**src/rtl/pipe_pkg.sv**
```systemverilog
// rtl/pipe_pkg.sv - shared constants and types for the pipeline hazard controller
package pipe_pkg;

  localparam int         MD_LAT_DEF = 32;
  localparam int         PERF_W_DEF = 32;
  localparam logic [4:0] REG_ZERO   = 5'd0;

  typedef enum logic [1:0] {
    ACT_RESET,
    ACT_REDIRECT,
    ACT_STALL,
    ACT_RUN
  } hz_action_e;

  typedef struct packed {
    logic pc_write;
    logic if_id_write;
    logic if_flush;
    logic id_flush;
  } hz_ctl_t;

  // Pipeline-register control word for each hazard decision.
  function automatic hz_ctl_t action_ctl(input hz_action_e act);
    hz_ctl_t ctl;
    ctl = '{pc_write: 1'b1, if_id_write: 1'b1, if_flush: 1'b0, id_flush: 1'b0};
    case (act)
      ACT_RESET:    ctl = '{pc_write: 1'b0, if_id_write: 1'b0, if_flush: 1'b1, id_flush: 1'b1};
      ACT_REDIRECT: ctl = '{pc_write: 1'b1, if_id_write: 1'b1, if_flush: 1'b1, id_flush: 1'b1};
      ACT_STALL:    ctl = '{pc_write: 1'b0, if_id_write: 1'b0, if_flush: 1'b0, id_flush: 1'b1};
      ACT_RUN:      ctl = '{pc_write: 1'b1, if_id_write: 1'b1, if_flush: 1'b0, id_flush: 1'b0};
      default:      ctl = '{pc_write: 1'b1, if_id_write: 1'b1, if_flush: 1'b0, id_flush: 1'b0};
    endcase
    return ctl;
  endfunction

endpackage

```
**src/rtl/hazard_ctrl_if.sv**
```systemverilog
// rtl/hazard_ctrl_if.sv - ID/EX hazard inputs and pipeline-control outputs
interface hazard_ctrl_if #(
  parameter int PERF_W = 32
);
  logic [4:0]        ID_Rs;
  logic [4:0]        ID_Rt;
  logic              ID_Rt_used;
  logic              ID_MD_op;
  logic              ID_HiLo_rd;
  logic              EX_MemtoReg;
  logic [4:0]        EX_WR_out;
  logic              EX_PCSrc;
  logic              EX_Jump;
  logic              EX_Jr_Jalr;
  logic              EX_MD_start;
  logic              PC_Write;
  logic              IF_ID_Write;
  logic              IF_Flush;
  logic              ID_Flush;
  logic              md_busy;
  logic [PERF_W-1:0] stall_cycles;
  logic [PERF_W-1:0] flush_events;

  modport master (
    output ID_Rs, ID_Rt, ID_Rt_used, ID_MD_op, ID_HiLo_rd,
    output EX_MemtoReg, EX_WR_out, EX_PCSrc, EX_Jump, EX_Jr_Jalr, EX_MD_start,
    input  PC_Write, IF_ID_Write, IF_Flush, ID_Flush, md_busy, stall_cycles, flush_events
  );

  modport slave (
    input  ID_Rs, ID_Rt, ID_Rt_used, ID_MD_op, ID_HiLo_rd,
    input  EX_MemtoReg, EX_WR_out, EX_PCSrc, EX_Jump, EX_Jr_Jalr, EX_MD_start,
    output PC_Write, IF_ID_Write, IF_Flush, ID_Flush, md_busy, stall_cycles, flush_events
  );

endinterface

```
**src/rtl/sat_counter.sv**
```systemverilog
// rtl/sat_counter.sv - saturating event counter with sync active-low clear, falling-edge
module sat_counter #(
  parameter int W = 32
) (
  input  logic         i_clk,
  input  logic         i_clr_n,
  input  logic         i_inc,
  output logic [W-1:0] o_count
);

  logic [W-1:0] r_count;

  always_ff @(negedge i_clk) begin
    if (!i_clr_n) begin
      r_count <= '0;
    end else if (i_inc && (r_count != '1)) begin
      r_count <= r_count + W'(1);
    end
  end

  assign o_count = r_count;

endmodule

```
**src/rtl/hazard_ctrl.sv**
```systemverilog
// rtl/hazard_ctrl.sv - advance/stall/flush decision for IF/ID and ID/EX, plus mult/div busy tracking
module hazard_ctrl
  import pipe_pkg::*;
#(
  parameter int MD_LAT = MD_LAT_DEF,
  parameter int CNT_W  = 6,
  parameter int PERF_W = PERF_W_DEF
) (
  input logic         clk,
  input logic         rst,
  hazard_ctrl_if.slave hz
);

  logic [CNT_W-1:0] r_md_cnt;
  logic             w_md_busy;
  logic             w_redirect;
  logic             w_load_use;
  logic             w_md_stall;
  hz_action_e       w_action;
  hz_ctl_t          w_ctl;

  assign w_md_busy  = (r_md_cnt != '0);
  assign w_redirect = hz.EX_PCSrc | hz.EX_Jump | hz.EX_Jr_Jalr;
  assign w_load_use = hz.EX_MemtoReg & (hz.EX_WR_out != REG_ZERO) &
                      ((hz.EX_WR_out == hz.ID_Rs) |
                       (hz.ID_Rt_used & (hz.EX_WR_out == hz.ID_Rt)));
  assign w_md_stall = w_md_busy & (hz.ID_HiLo_rd | hz.ID_MD_op);

  // A redirect squashes the stalled ID instruction, so it outranks both stall sources.
  always_comb begin
    w_action = ACT_RUN;
    if (!rst) begin
      w_action = ACT_RESET;
    end else if (w_redirect) begin
      w_action = ACT_REDIRECT;
    end else if (w_load_use || w_md_stall) begin
      w_action = ACT_STALL;
    end
  end

  assign w_ctl          = action_ctl(w_action);
  assign hz.PC_Write    = w_ctl.pc_write;
  assign hz.IF_ID_Write = w_ctl.if_id_write;
  assign hz.IF_Flush    = w_ctl.if_flush;
  assign hz.ID_Flush    = w_ctl.id_flush;
  assign hz.md_busy     = w_md_busy;

  // A new issue always restarts the window, even over an in-flight operation.
  always_ff @(negedge clk) begin
    if (!rst) begin
      r_md_cnt <= '0;
    end else if (hz.EX_MD_start) begin
      r_md_cnt <= CNT_W'(MD_LAT);
    end else if (w_md_busy) begin
      r_md_cnt <= r_md_cnt - CNT_W'(1);
    end
  end

  sat_counter #(.W(PERF_W)) u_stall_cnt (
    .i_clk   (clk),
    .i_clr_n (rst),
    .i_inc   (~w_ctl.pc_write),
    .o_count (hz.stall_cycles)
  );

  sat_counter #(.W(PERF_W)) u_flush_cnt (
    .i_clk   (clk),
    .i_clr_n (rst),
    .i_inc   (w_redirect),
    .o_count (hz.flush_events)
  );

endmodule
```
**src/flat_wrapper.sv**
```systemverilog
// flat-port wrapper written by rule: the top's interface ports become plain ports
module hazard_ctrl_flat import pipe_pkg::*;
#(
  parameter int MD_LAT = MD_LAT_DEF,
  parameter int CNT_W  = 6,
  parameter int PERF_W = PERF_W_DEF
)
  (clk, rst, hz_ID_Rs, hz_ID_Rt, hz_ID_Rt_used, hz_ID_MD_op, hz_ID_HiLo_rd, hz_EX_MemtoReg, hz_EX_WR_out, hz_EX_PCSrc, hz_EX_Jump, hz_EX_Jr_Jalr, hz_EX_MD_start, hz_PC_Write, hz_IF_ID_Write, hz_IF_Flush, hz_ID_Flush, hz_md_busy, hz_stall_cycles, hz_flush_events);
  hazard_ctrl_if #(.PERF_W(PERF_W)) hz_i ();
  input logic clk;
  input logic rst;
  input wire logic [$bits(hz_i.ID_Rs)-1:0] hz_ID_Rs;
  input wire logic [$bits(hz_i.ID_Rt)-1:0] hz_ID_Rt;
  input wire logic [$bits(hz_i.ID_Rt_used)-1:0] hz_ID_Rt_used;
  input wire logic [$bits(hz_i.ID_MD_op)-1:0] hz_ID_MD_op;
  input wire logic [$bits(hz_i.ID_HiLo_rd)-1:0] hz_ID_HiLo_rd;
  input wire logic [$bits(hz_i.EX_MemtoReg)-1:0] hz_EX_MemtoReg;
  input wire logic [$bits(hz_i.EX_WR_out)-1:0] hz_EX_WR_out;
  input wire logic [$bits(hz_i.EX_PCSrc)-1:0] hz_EX_PCSrc;
  input wire logic [$bits(hz_i.EX_Jump)-1:0] hz_EX_Jump;
  input wire logic [$bits(hz_i.EX_Jr_Jalr)-1:0] hz_EX_Jr_Jalr;
  input wire logic [$bits(hz_i.EX_MD_start)-1:0] hz_EX_MD_start;
  output wire logic [$bits(hz_i.PC_Write)-1:0] hz_PC_Write;
  output wire logic [$bits(hz_i.IF_ID_Write)-1:0] hz_IF_ID_Write;
  output wire logic [$bits(hz_i.IF_Flush)-1:0] hz_IF_Flush;
  output wire logic [$bits(hz_i.ID_Flush)-1:0] hz_ID_Flush;
  output wire logic [$bits(hz_i.md_busy)-1:0] hz_md_busy;
  output wire logic [$bits(hz_i.stall_cycles)-1:0] hz_stall_cycles;
  output wire logic [$bits(hz_i.flush_events)-1:0] hz_flush_events;
  assign hz_i.ID_Rs = hz_ID_Rs;
  assign hz_i.ID_Rt = hz_ID_Rt;
  assign hz_i.ID_Rt_used = hz_ID_Rt_used;
  assign hz_i.ID_MD_op = hz_ID_MD_op;
  assign hz_i.ID_HiLo_rd = hz_ID_HiLo_rd;
  assign hz_i.EX_MemtoReg = hz_EX_MemtoReg;
  assign hz_i.EX_WR_out = hz_EX_WR_out;
  assign hz_i.EX_PCSrc = hz_EX_PCSrc;
  assign hz_i.EX_Jump = hz_EX_Jump;
  assign hz_i.EX_Jr_Jalr = hz_EX_Jr_Jalr;
  assign hz_i.EX_MD_start = hz_EX_MD_start;
  assign hz_PC_Write = hz_i.PC_Write;
  assign hz_IF_ID_Write = hz_i.IF_ID_Write;
  assign hz_IF_Flush = hz_i.IF_Flush;
  assign hz_ID_Flush = hz_i.ID_Flush;
  assign hz_md_busy = hz_i.md_busy;
  assign hz_stall_cycles = hz_i.stall_cycles;
  assign hz_flush_events = hz_i.flush_events;
  hazard_ctrl #(.MD_LAT(MD_LAT), .CNT_W(CNT_W), .PERF_W(PERF_W)) u_core (.clk(clk), .rst(rst), .hz(hz_i));
endmodule
```
**config.mk**
```make
export PLATFORM = sky130hd
export DESIGN_NAME = hazard_ctrl_flat
export DESIGN_NICKNAME = d
export VERILOG_FILES = /design/src/rtl/pipe_pkg.sv /design/src/rtl/hazard_ctrl_if.sv /design/src/rtl/sat_counter.sv /design/src/rtl/hazard_ctrl.sv /design/src/flat_wrapper.sv
export SDC_FILE = /design/constraint.sdc
export NUM_CORES = 1
export LEC_CHECK = 0
export ABC_AREA = 0
export ABC_CLOCK_PERIOD_IN_PS = 6200
export BUFFER_PORTS_ARGS = -buffer_cell sky130_fd_sc_hd__buf_2
export CAP_MARGIN = 40
export CORE_AREA = 2 2 84 86
export DETAILED_ROUTE_END_ITERATION = 7
export DIE_AREA = 0 0 86 88
export GPL_ROUTABILITY_DRIVEN = 0
export PLACE_DENSITY = 0.9
export SYNTH_ARGS = -nofsm -noshare
export SYNTH_HDL_FRONTEND = slang
export SYNTH_SLANG_ARGS = --single-unit
export TNS_END_PERCENT = 100
```
**constraint.sdc**
```tcl
create_clock -name clk -period 6.2 [get_ports clk]
set_clock_uncertainty 0.1 [all_clocks]
set_input_delay 0.31 -clock clk [delete_from_list [all_inputs] [get_ports clk]]
set_output_delay 0.31 -clock clk [all_outputs]
set_load 0.005 [all_outputs]
```
==> results.toml, run 1 <==
[cells_and_area]
stdcell_area_um2 = 4640
area.sequential_um2 = 1400
drive_gt1_share_pct = 20.8
insertedDiodeCount = 0
finalCoreUtilization_pct = 69.8
fill_cells = 520
area_delta_synth_final_pct = 26.5
multi_input_area_um2 = 2120
fin_nets = 620

[timing]
whs_ns = 0.393
setup-tns-final_ns = 0
hold_viol_final = 0
grt_setup_unrepaired = "false"
setup_viol = 0
drv_slew = 0
relSlewSlack_pct = 49.3
tightest_slew_ns = 0.759

[yosys]
yosysTopAreaCellShare_pct = 38.2
syn_area_um2 = 3670
synthArstFlopShare_pct = 0
ys_warn_count = 0
synth_most_common_cell = "dfxtp_1"
ys_types = 46
ys_seq_area_share_pct = 38.2
ys_ff_latch = 70
synth.top_cells.by_count = "dfxtp_1, nor2_1, nand2_1"
syn_nets = 464
synth_edf_count = 0
yosysTopAreaCell = "dfxtp_1"
synth-main-ff-cell = "dfxtp_1"
syn_inst = 435
syn_avg_cell_area_um2 = 8.43
synthTopCellsByArea = "dfxtp_1, xnor2_1, xor2_1"

[power]
p_leak_nw = 2.13
vdd_drop_max_mv = 0.187
power.density_nw_per_um2 = 248

[grt]
grt_use_total_pct = 26.7
first_global_vias = 3824
grt.overflow.total = 0
grt_first_pass_wirelength_um = 16300
grt_start_max_net_pins = 51
grt.met2_usage_pct = 45.1
top_usage_layer = "met2"
antenna_found_initial = 0
use_met3_pct = 12.3
grt_util_met1_pct = 28.1

[floorplanning]
die_h_um = 88
start_util_pct = 55.2
num_rows = 30
core-area_um2 = 6640
die_x_um = 86
boundaryPins = 94
die_area_um2 = 7570

[clock_tree]
cts_made_buffers = 9
cts_tree = "yes"
cts_root_buffer = "clkbuf_8"
clkTransAtPathRegs_ns = 0.03
cts_setup_buffers = 0
htree_levels = 3
clockBufferDepth = 2
cts.hold.buffers_added = 0
ctsResizeCount = 0
clock-sinks = 70
clkLatencyLatePin_ns = 0.41

[drt]
first_iter_violations = 213
dr.pass1.iters = 8
routedWlPerCell_um = 14.2
route.detailed.drc = 2
routed_wl_um = 9580
routed_via_density = 5.77
antenna_left = 0
vias = 3900

[outcome]
status = "finished with violations"
violations = "design-rule violations"

[worst_setup_path]
reg2reg_setup_slack_ns = 3.58
end_kind = "primary output"
critical_path_arrival_ns = 5.42
cp_slowest_cell = "or3b_1"
path_max_fanout = 7
crit_path_max_incr_delay_ns = 0.49
worstPathRequired_ns = 5.79
cp_cell_sequence = "or3_1 -> or3b_1 -> o211a_2 -> a31o_2 -> nor2_1 -> buf_2"
critPathKind = "flop to primary output"
cp-start-kind = "flop"

[place]
io_buffer_count = 93
place_area_um2 = 4190
place_hpwl_um = 6250

[flow_run]
drv_cap = 0

[min_path]
worstHoldPathType = "flop to flop"
-- state kept, by name, summed over array words and instances, names as in the netlist --
register,count
u_core.u_stall_cnt.o_count,32
u_core.u_flush_cnt.o_count,32
u_core.r_md_cnt,6
-- routing by layer --
layer / part of all wire [%] / vias up
met5: 0 / -
met4: 1.2 / 0
met3: 8.3 / 12
met2: 50 / 154
met1: 40 / 1829
li1: - / 1905
-- area by class of cell --
class                   count  share of cell area [%]
inverters                   9                   0.728
clock buffers               9                    2.67
repair buffers             98                    11.4
well taps                  80                    2.16
flip-flops and latches     70                    30.2
multi-input cells         333                    45.6
clock inverters            77                    7.20
-- through the flow --
stage	std cells	power (mW)	setup WS, ns
global placement	589	0.659	0.817
CTS	676	1.17	0.364
finish	676	1.15	0.365
floorplan	435	0.637	0.826
global route	676	1.24	0.202
detailed placement	591	0.668	0.776
-- power by group --
part | switching (mW) | total, mW | internal, mW
clock network | 0.311 | 0.558 | 0.247
logic | 0.0640 | 0.117 | 0.0529
registers | 0.0113 | 0.476 | 0.464
-- cell usage in the layout (no fill, tap or decap), types with 2 or more instances in the layout --
cell type | synthesis | final
ha_1 | 4 | 4
nand4_1 | 23 | 23
and3_1 | 8 | 8
nand4b_1 | 2 | 2
o41ai_1 | 2 | 2
nand3_1 | 30 | 30
nor3_2 | 2 | 2
o31ai_1 | 15 | 15
nor4_1 | 6 | 6
buf_2 | 6 | 93
or2_2 | 2 | 2
and2_1 | 4 | 4
nand2b_1 | 12 | 12
or3_1 | 10 | 10
nor2_1 | 38 | 38
mux2i_1 | 14 | 14
clkbuf_8 | 0 | 9
o21ai_0 | 10 | 10
nor3_1 | 7 | 7
buf_4 | 2 | 3
and4_1 | 7 | 7
inv_4 | 0 | 2
nand2_1 | 37 | 37
or4_1 | 18 | 18
inv_1 | 9 | 79
a21oi_1 | 27 | 27
dfxtp_1 | 70 | 70
xor2_1 | 19 | 19
xnor2_1 | 20 | 20
-- worst max-delay path: cells and delay by family, from the launching register on --
family	cells	cell delay, ns
buffers and inverters	1	0.14
and+or+nand+nor	3	0.99
AOI/OAI and AO/OA	2	0.46
DFF	1	0.34
-- kinds of logic after synthesis --
family                     synth area share (%)
muxes                                      3.82
xor gates and xnor gates                   9.31
DFF                                        38.2
and+or+nand+nor                            31.8
buffers and inverters                      4.09
AOI/OAI and AO/OA                          11.5
adders and majority gates                  1.36
-- path summary, 6_finish.rpt --
check                            startpoint                              to  depth (start not counted)
max reg2reg  u_core.u_flush_cnt.o_count[18]   u_core.u_flush_cnt.o_count[4]                          7
max                      u_core.r_md_cnt[2]                     hz_PC_Write                          6
min reg2reg  u_core.u_stall_cnt.o_count[23]  u_core.u_stall_cnt.o_count[23]                          2
min          u_core.u_stall_cnt.o_count[23]  u_core.u_stall_cnt.o_count[23]                          2
No activity file was read; power rests on OpenSTA's default activity.
==> inputs of run 2 (changes only) <==
--- a/config.mk
+++ b/config.mk
@@ -13,7 +13,7 @@
 export DETAILED_ROUTE_END_ITERATION = 7
 export DIE_AREA = 0 0 86 88
 export GPL_ROUTABILITY_DRIVEN = 0
-export PLACE_DENSITY = 0.9
+export PLACE_DENSITY = 0.87
 export SYNTH_ARGS = -nofsm -noshare
 export SYNTH_HDL_FRONTEND = slang
 export SYNTH_SLANG_ARGS = --single-unit
==> run 2 against run 1 <==
The flow still finishes with violations (design-rule violations). Combinational power about the same. Worst hold slack improved by 0.00075 ns. Sequential power hardly changed. First-iteration DRC count decreased by 26%. Sequential cell count did not move. Utilization about the same. Via count down 1.4%. Routed wire length is 0.28% lower. Clock-buffer cell count is the same. Cell count is the same. Global-route usage decreased by 0.79 points. Largest cell class unchanged. Critical path depth unchanged.
==> results.toml, run 2 (synthesis results as in run 1) <==
[clock_tree]
cts_root_buffer = "clkbuf_8"
ctsResizeCount = 0
clkLatencyLatePin_ns = 0.41
clockBufferDepth = 2
clkTransAtPathRegs_ns = 0.05
cts_setup_buffers = 0
htree_levels = 3
cts_made_buffers = 9
cts_tree = "yes"
cts.hold.buffers_added = 0
clock-sinks = 70

[worst_setup_path]
critical_path_arrival_ns = 5.44
cp_cell_sequence = "or3_1 -> or3b_1 -> o211a_2 -> a31o_2 -> nor2_1 -> buf_2"
worstPathRequired_ns = 5.79
cp-start-kind = "flop"
crit_path_max_incr_delay_ns = 0.49
path_max_fanout = 7
cp_top_family = "simple AND/OR/NAND/NOR gates"
cp_slowest_cell = "or3b_1"
path_buf_inv = 1
end_kind = "primary output"
critPathKind = "flop to primary output"

[floorplanning]
boundaryPins = 94
die_x_um = 86
core-area_um2 = 6640
start_util_pct = 55.2
die_h_um = 88
die_area_um2 = 7570
num_rows = 30

[timing]
drv_slew = 0
relSlewSlack_pct = 53.6
hold_viol_final = 0
tightest_slew_ns = 0.695
grt_setup_unrepaired = "false"
setup_viol = 0
setup-tns-final_ns = 0

[power]
power_frac_clock_pct = 48.6
combPwrFrac_pct = 10.2
p_leak_nw = 2.12
p_int_mw = 0.763
swShare_pct = 33.9
vdd_drop_max_mv = 0.133
p_sw_mw = 0.391
sequentialPowerShare_pct = 41.3
power.density_nw_per_um2 = 249

[grt]
grt.overflow.total = 0
first_global_vias = 3783
grt_start_max_net_pins = 51
grt_first_pass_wirelength_um = 15800
antenna_found_initial = 0
grt_use_total_pct = 25.9

[drt]
dr.pass1.iters = 7
vias = 3845
first_iter_violations = 158
antenna_left = 0
routedWlPerCell_um = 14.1
routed_via_density = 5.69
routed_wl_um = 9560
route.detailed.drc = 1

[outcome]
status = "finished with violations"
violations = "design-rule violations"

[place]
io_buffer_count = 93
place_hpwl_um = 6310

[cells_and_area]
finalCoreUtilization_pct = 69.9
most-common-layout-cells = "buf_2, inv_1, dfxtp_1"
area_delta_synth_final_pct = 26.5
fill_cells = 544
drive_gt1_share_pct = 21.0
final_common_cell = "buf_2"
fin_nets = 620
insertedDiodeCount = 0

[min_path]
worstHoldPathType = "flop to flop"

[flow_run]
drv_cap = 0
[run 2: per-layer routing]
metal,track usage [%],wire (µm),up-vias
met2,44.6,4880,121
met1,26.9,3890,1805
met5,0,0,-
met4,14.6,159,0
met3,10.3,625,18
li1,-,-,1901
[run 2: layout make-up]
| cell class | instances | area, µm² | share of cell area [%] |
|---|---|---|---|
| multi-input combinational | 333 | 2120 | 45.6 |
| sequential | 70 | 1400 | 30.2 |
| timing repair buffer | 98 | 531 | 11.4 |
| clock buffer | 9 | 124 | 2.67 |
| inverter | 9 | 33.8 | 0.728 |
| clock inverter | 77 | 335 | 7.22 |
| tap | 80 | 100 | 2.16 |
[run 2: metrics by stage]
| stage | power (mW) | std cells | area [µm²] | setup slack [ns] | hold slack [ns] |
|---|---|---|---|---|---|
| after global routing | 1.23 | 676 | 4640 | 0.212 | 0.405 |
| after global placement | 0.660 | 589 | 4140 | 0.819 | 0.369 |
| after floorplan | 0.637 | 435 | 3670 | 0.826 | 0.373 |
| after CTS | 1.17 | 676 | 4640 | 0.339 | 0.393 |
| after detailed placement | 0.668 | 591 | 4190 | 0.781 | 0.381 |
| final | 1.15 | 676 | 4640 | 0.346 | 0.394 |
[run 2: worst paths after layout]
check	slack, ns	startpoint	cells past startpoint	to
setup / recovery	0.35	u_core.r_md_cnt[2]	6	hz_IF_ID_Write
hold / removal	0.39	u_core.u_stall_cnt.o_count[25]	2	u_core.u_stall_cnt.o_count[25]
setup reg to reg	3.69	u_core.r_md_cnt[2]	7	u_core.u_stall_cnt.o_count[20]
hold reg to reg	0.39	u_core.u_stall_cnt.o_count[25]	2	u_core.u_stall_cnt.o_count[25]
[run 2: worst min-delay path, delay by kind of cell (launching register included)]
kind,cells,cell delay [ns]
DFF,1,0.32
AOI/OAI and AO/OA,2,0.12
[run 2: power groups by stage]
stage	Sequential (mW)	Combinational [mW]	Clock [mW]
finish	0.476	0.117	0.560
global route	0.476	0.132	0.627
CTS	0.476	0.118	0.580
detailed placement	0.482	0.116	0.0695
global placement	0.481	0.109	0.0695
floorplan	0.480	0.0877	0.0695
==> inputs of run 3 (changes only) <==
--- a/config.mk
+++ b/config.mk
@@ -9,9 +9,9 @@
 export ABC_CLOCK_PERIOD_IN_PS = 6200
 export BUFFER_PORTS_ARGS = -buffer_cell sky130_fd_sc_hd__buf_2
 export CAP_MARGIN = 40
-export CORE_AREA = 2 2 84 86
+export CORE_AREA = 2 2 99 73
 export DETAILED_ROUTE_END_ITERATION = 7
-export DIE_AREA = 0 0 86 88
+export DIE_AREA = 0 0 101 75
 export GPL_ROUTABILITY_DRIVEN = 0
 export PLACE_DENSITY = 0.87
 export SYNTH_ARGS = -nofsm -noshare
==> run 3 against run 2 <==
The flow now finishes without violations. Global-route usage grew 0.98 points. Clock-buffer cell count is the same. Cell area grew 1.3%. Critical path type unchanged. Die area is essentially flat. Critical endpoint unchanged. Largest cell class unchanged. Non-clock buffer count is the same.
==> results.toml, run 3 (synthesis results as in run 1) <==
[drt]
routed_via_density = 5.87
route.detailed.drc = 0
dr.pass1.iters = 7
routedWlPerCell_um = 14.9
antenna_left = 0
vias = 3973
first_iter_violations = 347
routed_wl_um = 10100

[power]
p_sw_mw = 0.393
power.density_nw_per_um2 = 264
power_frac_clock_pct = 51.7
p_int_mw = 0.846
total_power_mw = 1.24
vdd_drop_max_mv = 0.171
swShare_pct = 31.7
sequentialPowerShare_pct = 38.4
p_leak_nw = 2.15
combPwrFrac_pct = 9.9

[cells_and_area]
area_delta_synth_final_pct = 28.1
fin_nets = 620
multi_input_area_um2 = 2120
insertedDiodeCount = 0
most-common-layout-cells = "buf_2, inv_1, dfxtp_1"
fill_cells = 500
area.sequential_um2 = 1400
drive_gt1_share_pct = 21.0
final_common_cell = "buf_2"

[grt]
grt_first_pass_wirelength_um = 16300
grt.overflow.total = 0
grt_use_total_pct = 26.9
first_global_vias = 3753
grt_start_max_net_pins = 51
antenna_found_initial = 0

[worst_setup_path]
cp-start-kind = "flop"
end_kind = "primary output"
cp_slowest_cell = "or3b_1"
cp_cell_sequence = "or3_1 -> or3b_1 -> o211a_2 -> a31o_2 -> nor2_1 -> buf_2"
crit_path_max_incr_delay_ns = 0.52
path_max_fanout = 7
rr_worst_depth = 6
reg2reg_setup_slack_ns = 3.64
worstPathRequired_ns = 5.79
critical_path_arrival_ns = 5.49
r2r_start = "u_core.u_stall_cnt.o_count[2]"
reg2reg_to = "u_core.u_stall_cnt.o_count[29]"
critPathKind = "flop to primary output"

[clock_tree]
cts_made_buffers = 9
clkLatencyLatePin_ns = 0.42
ctsResizeCount = 0
clock-sinks = 70
htree_levels = 3
cts.hold.buffers_added = 0
cts_setup_buffers = 0
clkTransAtPathRegs_ns = 0.04
cts_tree = "yes"
cts_root_buffer = "clkbuf_8"
clockBufferDepth = 2

[floorplanning]
core-area_um2 = 6570
die_area_um2 = 7580
die_h_um = 75
boundaryPins = 94
die_x_um = 101
num_rows = 25
start_util_pct = 55.8

[place]
io_buffer_count = 93
place_hpwl_um = 6760

[min_path]
hold_path_depth = 2
min_from = "u_core.u_stall_cnt.o_count[10]"
hold_path_end = "u_core.u_stall_cnt.o_count[10]"
worstHoldPathType = "flop to flop"

[timing]
setup-tns-final_ns = 0
grt_setup_unrepaired = "false"
drv_slew = 0
hold_viol_final = 0
relSlewSlack_pct = 46.3
tightest_slew_ns = 0.805
setup_viol = 0

[outcome]
status = "completed"

[flow_run]
drv_cap = 0
==> run 3: worst max-delay path by stage <==
stage                       start                             end  slack, ns  depth (start not counted)
2_1_floorplan  u_core.r_md_cnt[2]                     hz_PC_Write       0.83                          7
5_1_grt        u_core.r_md_cnt[2]                  hz_IF_ID_Write       0.17                          6
3_5_place_dp      hz_EX_WR_out[2]  u_core.u_stall_cnt.o_count[13]       0.72                          8
6_report       u_core.r_md_cnt[2]                  hz_IF_ID_Write       0.30                          6
3_3_place_gp   u_core.r_md_cnt[2]                  hz_IF_ID_Write       0.82                          6
4_1_cts        u_core.r_md_cnt[2]                  hz_IF_ID_Write       0.30                          6
==> run 3: cell type report <==
type                       count  area share, %
inverter                       9          0.719
tap                           81           2.16
clock inverter                77           8.09
sequential                    70           29.8
multi-input combinational    333           45.0
clock buffer                   9           2.64
timing repair buffer          98           11.6
==> run 3: per-layer routing <==
layer	track usage, %	routed length, µm	share of wire (%)
met4	11.1	99	0.98
met1	33.7	4530	45
met2	43.0	4710	47
met3	9.19	753	7.5
met5	0	0	0
==> run 3: worst max-delay path: cells and delay by family, from the launching register on <==
kind | cells | cell delay, ns
compound gates | 2 | 0.47
buf+inv | 1 | 0.14
flops | 1 | 0.35
simple gates | 3 | 1.04
==> run 3: metrics by stage <==
step	instance area [µm²]	utilization [%]	setup slack, ns	hold slack (ns)	cells
2_1_floorplan	3670	-	0.826	0.373	435
3_3_place_gp	4150	63.1	0.824	0.373	590
3_5_place_dp	4200	63.9	0.723	0.387	592
4_1_cts	4700	71.6	0.299	0.398	677
5_1_grt	4700	71.6	0.171	0.425	677
6_report	4700	71.6	0.296	0.392	677
==> run 3: power by group through the flow <==
stage               clock (mW)  combinational, mW  sequential (mW)
floorplan               0.0695             0.0877            0.480
global placement        0.0695              0.111            0.481
detailed placement      0.0695              0.119            0.482
CTS                      0.658              0.121            0.476
global route             0.709              0.134            0.476
finish                   0.641              0.122            0.476
